## src/rtl/debounce_multi.sv

```systemverilog
// Multi-channel push-button conditioner: synchroniser, tick-based debounce,
// press/release pulses and long-press hold with auto-repeat, sharing one tick prescaler.
module debounce_multi #(
    parameter int              N_CH         = 4,
    parameter int              TICK_CYCLES  = 100000,
    parameter int              DEB_TICKS    = 5,
    parameter int              HOLD_TICKS   = 1000,
    parameter int              REPEAT_TICKS = 200,
    parameter logic [N_CH-1:0] INVERT       = {N_CH{1'b0}}
) (
    input  logic            ck,
    input  logic            reset,
    input  logic [N_CH-1:0] button,
    output logic [N_CH-1:0] button_deb,
    output logic [N_CH-1:0] press,
    output logic [N_CH-1:0] release_pulse,
    output logic [N_CH-1:0] hold,
    output logic [N_CH-1:0] held,
    output logic [N_CH-1:0] repeat_pulse,
    output logic            tick
);

    localparam int PC_W = $clog2(TICK_CYCLES);
    localparam int DC_W = $clog2(DEB_TICKS + 1);
    localparam int HC_W = $clog2(HOLD_TICKS + 1);
    localparam int RC_W = (REPEAT_TICKS > 1) ? $clog2(REPEAT_TICKS) : 1;

    localparam logic [PC_W-1:0] PC_LAST = PC_W'(TICK_CYCLES - 1);
    localparam logic [PC_W-1:0] PC_PRE  = PC_W'(TICK_CYCLES - 2);
    localparam logic [DC_W-1:0] DC_LAST = DC_W'(DEB_TICKS - 1);
    localparam logic [HC_W-1:0] HC_LAST = HC_W'(HOLD_TICKS - 1);
    localparam logic [HC_W-1:0] HC_SAT  = HC_W'(HOLD_TICKS);
    localparam logic [RC_W-1:0] RC_LAST = RC_W'((REPEAT_TICKS > 0) ? REPEAT_TICKS - 1 : 0);
    localparam bit              REPEAT_EN = (REPEAT_TICKS != 0);

    logic [PC_W-1:0] pc;
    logic [N_CH-1:0] sync1;
    logic [N_CH-1:0] sync2;
    logic [N_CH-1:0] deb_fall;
    logic [DC_W-1:0] dc [N_CH];
    logic [HC_W-1:0] hc [N_CH];
    logic [RC_W-1:0] rc [N_CH];

    // tick is registered one cycle early so it is high exactly while pc sits at its last value
    always_ff @(posedge ck) begin
        if (reset) begin
            pc   <= '0;
            tick <= 1'b0;
        end else begin
            pc   <= (pc == PC_LAST) ? '0 : pc + 1'b1;
            tick <= (pc == PC_PRE);
        end
    end

    always_ff @(posedge ck) begin
        if (reset) begin
            sync1 <= '0;
            sync2 <= '0;
        end else begin
            sync1 <= button ^ INVERT;
            sync2 <= sync1;
        end
    end

    always_comb begin
        deb_fall = '0;
        for (int i = 0; i < N_CH; i++) begin
            deb_fall[i] = tick && button_deb[i] && !sync2[i] && (dc[i] == DC_LAST);
        end
    end

    // Hold/repeat counting is cleared on the release edge itself, so held drops with button_deb
    always_ff @(posedge ck) begin
        if (reset) begin
            button_deb    <= '0;
            press         <= '0;
            release_pulse <= '0;
            hold          <= '0;
            held          <= '0;
            repeat_pulse  <= '0;
            for (int i = 0; i < N_CH; i++) begin
                dc[i] <= '0;
                hc[i] <= '0;
                rc[i] <= '0;
            end
        end else begin
            for (int i = 0; i < N_CH; i++) begin
                press[i]         <= 1'b0;
                release_pulse[i] <= 1'b0;
                hold[i]          <= 1'b0;
                repeat_pulse[i]  <= 1'b0;

                if (sync2[i] == button_deb[i]) begin
                    dc[i] <= '0;
                end else if (tick) begin
                    if (dc[i] == DC_LAST) begin
                        button_deb[i]    <= sync2[i];
                        dc[i]            <= '0;
                        press[i]         <= sync2[i];
                        release_pulse[i] <= !sync2[i];
                    end else begin
                        dc[i] <= dc[i] + 1'b1;
                    end
                end

                if (!button_deb[i] || deb_fall[i]) begin
                    hc[i]   <= '0;
                    rc[i]   <= '0;
                    held[i] <= 1'b0;
                end else if (tick) begin
                    if (!held[i]) begin
                        if (hc[i] == HC_LAST) begin
                            hold[i] <= 1'b1;
                            held[i] <= 1'b1;
                            hc[i]   <= HC_SAT;
                            rc[i]   <= '0;
                        end else begin
                            hc[i] <= hc[i] + 1'b1;
                        end
                    end else if (REPEAT_EN) begin
                        if (rc[i] == RC_LAST) begin
                            repeat_pulse[i] <= 1'b1;
                            rc[i]           <= '0;
                        end else begin
                            rc[i] <= rc[i] + 1'b1;
                        end
                    end
                end
            end
        end
    end

endmodule

```

## config.mk

```make
export PLATFORM = sky130hd
export DESIGN_NAME = debounce_multi
export DESIGN_NICKNAME = d
export VERILOG_FILES = /design/src/rtl/debounce_multi.sv
export SDC_FILE = /design/constraint.sdc
export NUM_CORES = 1
export LEC_CHECK = 0
export BUFFER_PORTS_ARGS = -buffer_cell sky130_fd_sc_hd__buf_4
export CAP_MARGIN = 20
export CORE_MARGIN = 2
export CORE_UTILIZATION = 55
export DETAILED_ROUTE_END_ITERATION = 7
export PLACE_DENSITY = 0.8
export REMOVE_ABC_BUFFERS = 1
export SLEW_MARGIN = 20
export SYNTH_ARGS = -nofsm -noshare
export SYNTH_HDL_FRONTEND = slang
export SYNTH_SLANG_ARGS = --single-unit
```

## constraint.sdc

```tcl
create_clock -name ck -period 2.2 [get_ports ck]
set_input_delay 0.44 -clock ck [delete_from_list [all_inputs] [get_ports ck]]
set_output_delay 0.44 -clock ck [all_outputs]
set_load 0.01 [all_outputs]
```

==> results of run 1 <==
## worst paths after layout
path	startpoint	endpoint	slack (ps)	depth (start not counted)
worst max-delay path	pc[13]$_SDFF_PP0_	pc[6]$_SDFF_PP0_	180	4
worst min register to register	sync1[3]$_SDFF_PP0_	sync2[3]$_SDFF_PP0_	440	1
worst min-delay path	button[0]	sync1[0]$_SDFF_PP0_	240	2
worst max register to register	pc[13]$_SDFF_PP0_	pc[6]$_SDFF_PP0_	180	4
## sequential cells by signal, indices dropped and copies added (netlist names), 12 cells and up
name,cells
dc,12
hc,40
pc,17
rc,32
## where the power goes
group	internal, mW	switching [mW]	total (mW)
Sequential	2.66	0.0145	2.67
Combinational	0.0227	0.0334	0.0561
Clock	1.98	1.04	3.02
Total	4.66	1.09	5.75
## worst max-delay path, cell delays in order, from the launching register on
cell and delay (ps):
sky130_fd_sc_hd__dfxtp_1 330, sky130_fd_sc_hd__or4b_1 520, sky130_fd_sc_hd__or4_4 560, sky130_fd_sc_hd__o21ai_4 370, sky130_fd_sc_hd__nor2_1 110
## Yosys cell counts (2+ instances only)
library cell and number:
sky130_fd_sc_hd__nor2_1 103, sky130_fd_sc_hd__edfxtp_1 84, sky130_fd_sc_hd__dfxtp_1 50, sky130_fd_sc_hd__nand3_1 40, sky130_fd_sc_hd__xnor2_1 36, sky130_fd_sc_hd__nand2_1 33
sky130_fd_sc_hd__xor2_1 33, sky130_fd_sc_hd__inv_1 22, sky130_fd_sc_hd__and3_1 21, sky130_fd_sc_hd__nor3_1 19, sky130_fd_sc_hd__ha_1 18, sky130_fd_sc_hd__nand4_1 15
sky130_fd_sc_hd__nor2b_1 15, sky130_fd_sc_hd__o21ai_0 13, sky130_fd_sc_hd__a21oi_1 10, sky130_fd_sc_hd__clkbuf_1 9, sky130_fd_sc_hd__nor4_1 8, sky130_fd_sc_hd__and2_1 6
sky130_fd_sc_hd__mux2i_1 6, sky130_fd_sc_hd__or3_1 6, sky130_fd_sc_hd__and4_1 4, sky130_fd_sc_hd__nand2b_1 4, sky130_fd_sc_hd__nand4b_1 4, sky130_fd_sc_hd__nor3b_1 4
sky130_fd_sc_hd__or4_1 4, sky130_fd_sc_hd__nand3b_1 2, sky130_fd_sc_hd__o211a_1 2, sky130_fd_sc_hd__or4b_1 2
## cell families (layout without fill, tap and decap cells)
family / after synthesis / count (layout)
muxes: 6 / 6
and+or+nand+nor: 298 / 298
adders and majority gates: 18 / 18
xor gates and xnor gates: 69 / 69
DFF: 134 / 134
buffers and inverters: 34 / 96
AOI/OAI and AO/OA: 31 / 31
## routing by layer
layer	share of wire	track usage
met1	0.46	0.2481
met2	0.49	0.3431
met3	0.040	0.05413
met4	0.018	0.08500
met5	0	0
## final cells by class
| type | instances | area share |
|---|---|---|
| Multi-Input combinational cell | 422 | 0.3545 |
| Tap cell | 140 | 0.02386 |
| Clock inverter | 11 | 0.01926 |
| Sequential cell | 134 | 0.4800 |
| Timing Repair Buffer | 41 | 0.04193 |
| Clock buffer | 21 | 0.06869 |
| Inverter | 23 | 0.01176 |
==> run summary, run 1 <==
The run finished with clean final reports. The run gives 0 as the hold violation total from the final report. The tools report the depth of the CTS H-tree as 4. The critical path in this run is classified as register to register. At the worst endpoint, the arrival time is 2300 ps. The number of slew-limit violations in the final report is 0.

Sorting the synthesized cells by area gives the leading types as sky130_fd_sc_hd__edfxtp_1 (40%), sky130_fd_sc_hd__dfxtp_1 (16%), sky130_fd_sc_hd__nor2_1 (6.2%), sky130_fd_sc_hd__xnor2_1 (5.0%), sky130_fd_sc_hd__xor2_1 (4.6%). Entering global routing, the biggest net connects 17 pins. TritonCTS built the clock tree. The transition at the pin with the smallest max-transition slack came out at 640.6 ps. The run gives 0 as the number of warning messages in the yosys log.

The cell sitting at the root of the clock tree is a sky130_fd_sc_hd__clkbuf_16. The finished layout holds 792 standard cells, fillers aside. The power per standard cell area is 783.4 nW/µm², and the number of enable flip-flop cells after synthesis is 84.

The biggest area consumer among synthesized cells is sky130_fd_sc_hd__edfxtp_1. The run gives 420 ps as the clock latency on the worst-skew pair. After synthesis, the largest family of logic cells by area is simple AND/OR/NAND/NOR gates. The routed layout has 4436 vias. The largest vdd supply drop is 528.2 µV. The logs give 0.5624 for the sequential share of the synthesized area and 4399 for the number of global-route vias before repair.

In the routed design, unresolved DRC markers number 0. Summed over all cells, the static leakage comes to 2.729 nW. The adder-cell share of the synthesized area is 0.03595. The tools report the worst slew slack as a fraction of its limit as 0.5675. Setup violations remaining at the end of the flow were counted as 0. Clock skew on the completed layout was measured at 8.538 ps. Post-synthesis instance total: 590.

The layout has 804 filler cells. For this run the aggregate overflow at the end of global routing stands at 0. STA classifies the critical path endpoint as a register. Of all nets on the critical path, the largest fanout is 15.

The share of the core filled with cells in the final layout is 0.6684, and the period utilization is 0.9184. The area inside the core boundary was 10980 µm²; the sum of negative setup slack was 0 ps. At the placement stage, the worst setup path has a slack of 191.1 ps.

The effective utilization at floorplan is 0.5704. The via count normalized by instance count came out at 5.601. Area fraction in compound gates after synthesis: 0.03076. The tools report the number of iterations in the first detailed-routing pass as 6.

Across all setup checks in the final design, the least slack found is 179.6 ps. STA classifies the critical path startpoint as a register. The path type of the worst min-delay path is primary input to register. The run gives 134 as the total clock sinks. The die span in x came out at 110.7 µm.

The multi-input combinational cells in the finished layout cover a total of 2603 µm². Measured along the y axis, the die boundary spans 110.7 µm. The number of gates resized after CTS was 0.

The fraction of post-synthesis cell area in the top cell type by area works out to 0.4026. The tools report the number of placed cells counting well taps as 760. In the final layout, flip-flops and latches occupy 3523 µm².

The first global-routing pass estimated 20110 µm of wire. The routed design has 11930 µm of wire. The share of flip-flops with an asynchronous set or reset is 0, and the synthesized area per cell is 10.62 µm². The fraction of the mapped netlist area in simple logic gates was 0.2427. In this run the deepest clock path goes through 2 buffers. In this run the tool buffered the top-level ports with 30 buffer cells.

The share of the synthesized netlist area taken by xor and xnor gates is 0.09646. Final weighted congestion of routability-driven global placement: 0.8156. For the diode insertion count for antenna repair, the log shows 0. Compared with the post-synthesis result, the final layout area differs by 17.18%.

The clock period could shrink to 2020 ps. The number of buffers added by the clock tree synthesis step is 17, and the synthesized flop and latch total is 134. The number of antenna violations at the first check in global routing is 0. For this design, the CTS-stage hold fixing added 0 buffers.

The count of maximum capacitance violations was 0; the average routed wire per standard cell was 15.06 µm. The library cell used most frequently in the layout, excluding fill and tap cells, is sky130_fd_sc_hd__nor2_1. The floorplan step defined a die boundary enclosing 12260 µm². Summing all placed instances gives a cell area of 6695 µm².

The number of I/O pins is 31, and the post-CTS setup buffer count is 0. The tools report the detailed placer's ending HPWL as 8115 µm. The number of different library cells used by synthesis comes to 45. The post-synthesis mux area share works out to 0.009587. Static timing analysis puts the maximum clock frequency at 495.0 MHz. The tightest hold path in the finished design has a slack of 239.4 ps. For the count of nets left with antenna violations after detail routing, the log shows 0. Summing all non-filler instances in the final layout gives an area of 7341 µm². Row generation in the floorplan step produced 38 rows.

The library cells used most frequently in the layout, excluding fill and tap cells, are sky130_fd_sc_hd__nor2_1 (103), sky130_fd_sc_hd__edfxtp_1 (84), sky130_fd_sc_hd__dfxtp_1 (50), sky130_fd_sc_hd__buf_4 (41), sky130_fd_sc_hd__nand3_1 (40). The combined global-route utilization of all metal layers is 0.2036. The commonest register cell after synthesis was sky130_fd_sc_hd__edfxtp_1.

After clock tree synthesis, the clock-pin slew on the worst setup and hold paths is 50 ps. The run gives 663 as the final net count. Setup repair after global routing left no endpoint under its margin. For the detailed router's first-iteration violation count, the log shows 284. The tools report the total standard cell area after synthesis as 6265 µm².

The design draws 5.751 mW. The fraction of layout cells with a size suffix above 1 is 0.1196, and the required time of the critical path is 2480 ps.
Note: power is estimated with default switching activity, not from simulation.
==> inputs of run 2 (changes only) <==
--- a/config.mk
+++ b/config.mk
@@ -7,10 +7,12 @@
 export LEC_CHECK = 0
 export BUFFER_PORTS_ARGS = -buffer_cell sky130_fd_sc_hd__buf_4
 export CAP_MARGIN = 20
+export CELL_PAD_IN_SITES_DETAIL_PLACEMENT = 2
+export CELL_PAD_IN_SITES_GLOBAL_PLACEMENT = 2
 export CORE_MARGIN = 2
-export CORE_UTILIZATION = 55
+export CORE_UTILIZATION = 41
 export DETAILED_ROUTE_END_ITERATION = 7
-export PLACE_DENSITY = 0.8
+export PLACE_DENSITY = 0.87
 export REMOVE_ABC_BUFFERS = 1
 export SLEW_MARGIN = 20
 export SYNTH_ARGS = -nofsm -noshare
==> run summary, run 2 (same netlist as run 1, synthesis figures left out) <==
The run finished with clean final reports. Number of slew-limit violations in the final report: 0 (unchanged). The tools report the power consumption as 5.633 mW (-2.0%). The detailed placer's ending HPWL is 11800 µm (+45%). The pin count of the biggest net entering global routing is 17 (unchanged).

Final worst clock skew: 8.688 ps (+0.1497 ps). The area enclosed by the die boundary was 16280 µm² (+33%). The logs give 0 (unchanged) for the hold violation total from the final report and 2608 µm² (+0.19%) for the area taken by multi-input logic gates.

The y dimension of the die is 127.6 µm (+15%). The detailed router's first-iteration violation count was 212 (-25%); the power per standard cell area was 763.0 nW/µm² (-2.6%). The flip-flop count of the largest register after layout was 40 (unchanged); the data arrival time at the worst-slack endpoint was 2350 ps (+50 ps). The total clock sinks is 134 (unchanged). The depth of the CTS H-tree is 4 (unchanged), and the number of stages on the worst hold path is 2 (unchanged). The non-filler instance count after layout came out at 842 (+6.3%). The run gives 430 ps (about the same) as the clock latency on the worst-skew pair. The tools report the number of I/O pins as 31 (unchanged).

The routed via count is 4655 (+4.9%). The category of the worst setup path launch point is a register. The tools report the count of filler cells inserted in the layout as 1537 (+91%). The first-pass GRT wire length came out at 28610 µm (+42%). The via count normalized by instance count is 5.529 (-1.3%). The number of design rule violations left after detail routing is 0 (unchanged). The combined global-route utilization of all metal layers was 0.2290 (+0.02546). The shortest clock period the worst path allows after layout was 2046 ps (+25.69 ps). The run gives 17 (unchanged) as the number of buffers added by the clock tree synthesis step. The clock tree root driver cell was sky130_fd_sc_hd__clkbuf_16. The area growth from synthesis to final layout works out to 17.85%. The number of cell rows was 45 (+18%). For the number of antenna violations at the first check in global routing, the log shows 0 (unchanged). The top fanout value on the critical path is 15 (unchanged), and the count of maximum capacitance violations is 0 (unchanged). The worst setup path is of the register to register kind. The library cells used most frequently in the layout, excluding fill and tap cells, are sky130_fd_sc_hd__nor2_1 (103), sky130_fd_sc_hd__edfxtp_1 (84), sky130_fd_sc_hd__dfxtp_1 (50), sky130_fd_sc_hd__buf_4 (42), sky130_fd_sc_hd__nand3_1 (40).

More flip-flops sit in one register than any other, and that register is hc. The run gives 3523 µm² (unchanged) as the storage element area. The count of nets left with antenna violations after detail routing was 0 (unchanged). The tools report the routed wire length as 17340 µm (+45%). The overflow left after global routing is 0 (unchanged). The worst setup path is captured at a register. The worst slew slack as a fraction of its limit is 0.4389 (-0.1286), and the number of global-route vias before repair is 5283 (+20%). The run gives 488.7 MHz (-1.3%) as the achievable frequency. The logs give 521.2 µV (-1.3%) for the largest vdd supply drop and 0 (unchanged) for the total setup violations reported at the end of the flow.

The diode insertion count for antenna repair came out at 0 (unchanged). The library cell used most frequently in the layout, excluding fill and tap cells, is sky130_fd_sc_hd__nor2_1. The number of placed cells counting well taps is 810 (+6.6%). The final weighted congestion of routability-driven global placement was 0.7917 (-2.9%); the average routed wire per standard cell was 20.59 µm (+37%). The clock tree buffer depth is 2 (unchanged). Effective utilization at floorplan: 0.4152 (-0.1552).

The period utilization is 0.9300 (+0.01168). Quantity of I/O buffers inserted on ports: 30 (unchanged). The logs give 2500 ps (+20 ps) for the required time of the critical path and 5 (-1) for the number of iterations in the first detailed-routing pass.

The sum of negative setup slack is 0 ps (unchanged), and the fraction of layout cells with a size suffix above 1 is 0.1223 (+0.002692). In the final layout, the registers with the most flip-flops are hc (40), rc (32), pc (17). The total leakage power came out at 2.710 nW (-0.68%). Transition at the pin with the smallest max-transition slack: 831.1 ps (+190.5 ps). The die span in x came out at 127.6 µm (+15%).

The number of cells on the worst reg-to-reg path came out at 4 (unchanged). The total of hold buffers inserted after clock tree synthesis came out at 0 (unchanged). The clock input transition at the sequential cells of the worst setup and hold paths works out to 60 ps (about the same). Setup repair after global routing left no endpoint under its margin. The path type of the worst min-delay path is primary input to register. The tools report the area inside the core boundary as 15090 µm² (+37%).

The final net count came out at 665 (+0.30%). TritonCTS built the clock tree.
## run 2: cell types whose count changed in the layout (fill, tap and decap cells not counted), sizes merged
cell / previous run / this run
clkinvlp: 3 / 4
buf: 41 / 43
bufinv: 3 / 2
## run 2: worst max-delay path, stage by stage, from the launching register on
cell	delay, ps
sky130_fd_sc_hd__dfxtp_1	350
sky130_fd_sc_hd__or4b_1	510
sky130_fd_sc_hd__or4_4	560
sky130_fd_sc_hd__o21ai_4	380
sky130_fd_sc_hd__nor2_1	100
## run 2: final cells by class
type / count / share of cell area
flip-flops and latches: 134 / 0.4772
clock buffers: 21 / 0.06372
well taps: 188 / 0.03186
multi-input cells: 422 / 0.3532
inverters: 23 / 0.01169
repair buffers: 43 / 0.04542
clock inverters: 11 / 0.01695
## run 2: layer usage
layer  track usage  vias up  part of all wire  routed length, µm
met3       0.04648       30             0.026                444
met4       0.09114        0             0.022                379
met1        0.2549     2356              0.41               7033
met5             0        -                 0                  0
li1              -     2200                 -                  -
met2        0.4262       69              0.55               9483
## run 2: power breakdown
part | switching (mW) | internal [mW]
Combinational | 0.0414 | 0.0257
Clock | 1.13 | 1.76
Sequential | 0.0191 | 2.66
Total | 1.19 | 4.44
## run 2: what timing repair did
| action | CTS | global route |
|---|---|---|
| gates resized for setup | 0 | 1 |
| setup buffers | 0 | 0 |
| endpoints found under the setup margin | 0 | 1 |
## run 2: stage by stage
step                      hold WS [ps]  area [µm²]  setup slack (ps)  utilization
after global placement           422.4        6783             231.4       0.4495
after detailed placement         454.0        6783             152.7       0.4495
after global routing             257.9        7383             42.25       0.4893
final                            252.6        7383             153.9       0.4893
after floorplan                  413.8        6212             173.0            -
after CTS                        244.5        7378             114.1       0.4890
## run 2: path summary, 6_finish.rpt
kind / start / to / slack [ps]
setup / recovery: pc[12]$_SDFF_PP0_ / pc[6]$_SDFF_PP0_ / 150
hold / removal: button[0] / sync1[0]$_SDFF_PP0_ / 250
setup reg to reg: pc[12]$_SDFF_PP0_ / pc[6]$_SDFF_PP0_ / 150
hold reg to reg: sync1[3]$_SDFF_PP0_ / sync2[3]$_SDFF_PP0_ / 460
==> inputs of run 3 (changes only) <==
--- a/config.mk
+++ b/config.mk
@@ -10,10 +10,13 @@
 export CELL_PAD_IN_SITES_DETAIL_PLACEMENT = 2
 export CELL_PAD_IN_SITES_GLOBAL_PLACEMENT = 2
 export CORE_MARGIN = 2
-export CORE_UTILIZATION = 41
+export CORE_UTILIZATION = 42
+export CTS_BUF_LIST = sky130_fd_sc_hd__clkbuf_4
+export CTS_CLUSTER_SIZE = 8
 export DETAILED_ROUTE_END_ITERATION = 7
-export PLACE_DENSITY = 0.87
+export PLACE_DENSITY = 0.88
 export REMOVE_ABC_BUFFERS = 1
+export SETUP_SLACK_MARGIN = 0.5
 export SLEW_MARGIN = 20
 export SYNTH_ARGS = -nofsm -noshare
 export SYNTH_HDL_FRONTEND = slang
==> run summary, run 3 (same netlist as run 1, synthesis figures left out) <==
The flow ran to the end, and the final reports show no timing, DRC or antenna violations. The tools report the power share of the clock group as 0.463 (-0.050). In the layout the commonest cells are sky130_fd_sc_hd__buf_4 (91), sky130_fd_sc_hd__edfxtp_1 (84), sky130_fd_sc_hd__nor2_1 (65), sky130_fd_sc_hd__xnor2_1 (36), sky130_fd_sc_hd__nand3_1 (35).

STA classifies the critical path startpoint as a register. The tools report the final net count as 733 (+10%). The count of maximum capacitance violations was 0 (unchanged). The worst setup path is captured at a register. The slowest cell on the critical path is sky130_fd_sc_hd__or4_4.

The number of antenna violations at the first check in global routing was 1 (+1). The sequential share of power was 0.515 (+0.040). The clock input transition at the sequential cells of the worst setup and hold paths came out at 170 ps (+110 ps).

The number of I/O pins was 31 (unchanged). Area enclosed by the die boundary: 15910 µm² (-2.3%). The logs give 14970 µm (+58%) for the total met2 wirelength after detailed routing and 2 (unchanged) for the clock tree buffer depth. The logs give 2700 ps (+200 ps) for the required time of the critical path and 0 (unchanged) for the total setup violations reported at the end of the flow. Diode insertion count for antenna repair: 0 (unchanged).

Setup repair after global routing could not meet its margin everywhere. The transition at the pin with the smallest max-transition slack was 707.8 ps (-123.3 ps); the final worst clock skew was 42.71 ps (+34.03 ps). The logs give 0 ps (unchanged) for the sum of negative setup slack and 149.5 ps (-3.152 ps) for the worst slack at placement. The area growth from synthesis to final layout was 35.25%; the total leakage power was 3.053 nW (+13%). The tools report the number of buffers added by the clock tree synthesis step as 17 (unchanged). The number of cell rows is 44 (-2.2%). The clock latency on the worst-skew pair came out at 640 ps (+210 ps). The period utilization works out to 0.9260 (-0.004048). The via count normalized by instance count was 6.123 (+11%); the largest vdd supply drop was 374.6 µV (-28%).

The tree is rooted in a sky130_fd_sc_hd__clkbuf_4. The area taken by multi-input logic gates was 3302 µm² (+27%). The switching share of total power is 0.2434 (+0.03134).

The worst stage delay on the critical path was 570 ps (about the same). The combined global-route utilization of all metal layers is 0.2943 (+0.06529). The tools report the register-to-register setup slack as 160 ps (about the same). For the area of all placed cells without fillers, the log shows 8473 µm² (+15%). TritonCTS built the clock tree.

The quantity of I/O buffers inserted on ports works out to 30 (unchanged). The setup slack after layout is 162.8 ps (+8.906 ps). The total clock sinks is 134 (unchanged). The effective utilization at floorplan came out at 0.4310 (+0.01587).

The shortest clock period the worst path allows after layout is 2037 ps (-8.906 ps). The first-pass GRT wire length is 35050 µm (+22%), and the storage element area is 3568 µm² (+1.3%). For the count of nets left with antenna violations after detail routing, the log shows 0 (unchanged). The worst setup path is of the register to register kind.

The logs give 11350 µm (-3.8%) for the detailed placer's ending HPWL and 0.5238 (+0.08487) for the worst slew slack as a fraction of its limit. The minimum hold slack was 18.83 ps (-233.8 ps). The number of global-route vias before repair was 5790 (+9.6%); the number of slew-limit violations in the final report was 0 (unchanged). The most common library cell in the layout ignoring fill and taps was sky130_fd_sc_hd__buf_4. The tools report the routed wire length as 29180 µm (+68%). The overflow left after global routing is 0 (unchanged). The cell internal power dissipation is 3.921 mW (-12%). For the detailed router's first-iteration violation count, the log shows 378 (+78%).

Part of the total power dissipated in combinational logic: 0.022 (+0.010). The power per standard cell area works out to 611.6 nW/µm² (-20%). The path type of the worst min-delay path was primary input to register. The data arrival time at the worst-slack endpoint is 2540 ps (+190 ps), and the depth of the CTS H-tree is 4 (unchanged). The met3 routed wirelength is 1325 µm (+200%).

The hold violation total from the final report is 0 (unchanged). Traced cell by cell, the critical path runs through or4b_4 -> or4_4 -> o21ai_4 -> buf_4 -> nor2_1. The count of filler cells inserted in the layout is 1392 (-9.4%), and the area inside the core boundary is 14530 µm² (-3.7%). Ranked by flip-flop count, first place goes to hc. The die span in x works out to 126.1 µm (-1.2%). The fraction of layout cells with a size suffix above 1 came out at 0.3781 (+0.2558). The run gives 0 (unchanged) as the number of design rule violations left after detail routing. The average routed wire per standard cell works out to 32.21 µm (+56%). The net switching power figure is 1.261 mW (+5.6%). The final weighted congestion of routability-driven global placement came out at 0.8047 (+1.6%).

The y dimension of the die came out at 126.1 µm (-1.2%). The run gives 0.5830 (+0.09369) as the share of the core filled with cells in the final layout. The tools report the total of hold buffers inserted after clock tree synthesis as 0 (unchanged). The highest routing layer actually used was met5. The largest registers in the layout are hc (40), rc (32), pc (17). The tools report the achievable frequency as 490.9 MHz (+0.44%). Sum of routed wire segments on met1: 11430 µm (+62%). The top fanout value on the critical path was 3 (-12); the number of iterations in the first detailed-routing pass was 7 (+2). The cell area reported after detailed placement is 6743 µm² (-0.59%), and the pin count of the biggest net entering global routing is 17 (unchanged). The routed via count is 5547 (+19%).

The flip-flop count of the largest register after layout was 40 (unchanged).
run 3: cell type report:
class                      instances  share of cell area
clock buffer                      17             0.01506
clock inverter                    15             0.03042
inverter                          23             0.01019
multi-input combinational        425              0.3897
sequential                       134              0.4211
tap                              184             0.02717
timing repair buffer             108              0.1063
run 3: final timing paths:
path	start	end	depth (start not counted)
hold / removal	button[1]	sync1[1]$_SDFF_PP0_	2
setup reg to reg	pc[14]$_SDFF_PP0_	pc[12]$_SDFF_PP0_	5
setup / recovery	pc[14]$_SDFF_PP0_	pc[12]$_SDFF_PP0_	5
hold reg to reg	sync1[3]$_SDFF_PP0_	sync2[3]$_SDFF_PP0_	1
run 3: routing by layer:
| layer | track usage | up-vias |
|---|---|---|
| met1 | 0.3230 | 2888 |
| met2 | 0.5370 | 217 |
| met5 | 0 | - |
| met4 | 0.1422 | 2 |
| met3 | 0.06415 | 106 |
| li1 | - | 2334 |
run 3: worst max-delay path, delay by kind of cell (launching register included):
kind            cells  cell delay [ps]
buf+inv             1              180
flops               1              370
compound gates      1              210
simple gates        3             1170
run 3: what timing repair did:
item,CTS,global route
cloned,5,2
setup endpoints to repair,164,176
buffers inserted,26,38
pin swaps,11,50
endpoints found under the hold margin,0,0
resized for setup,90,135
run 3: power by group through the flow:
stage          logic [mW]  clock network, mW  registers, mW
6_report            0.115               2.40           2.67
5_1_grt             0.120               2.47           2.67
4_1_cts            0.0816               2.27           2.67
3_5_place_dp       0.0636                  0           2.73
3_3_place_gp       0.0548                  0           2.72
2_1_floorplan      0.0347                  0           2.72
run 3: through the flow:
step           cells  power, mW
5_1_grt          906      5.257
6_report         906      5.182
2_1_floorplan    579      2.757
4_1_cts          866      5.024
3_3_place_gp     803      2.779
3_5_place_dp     803      2.792
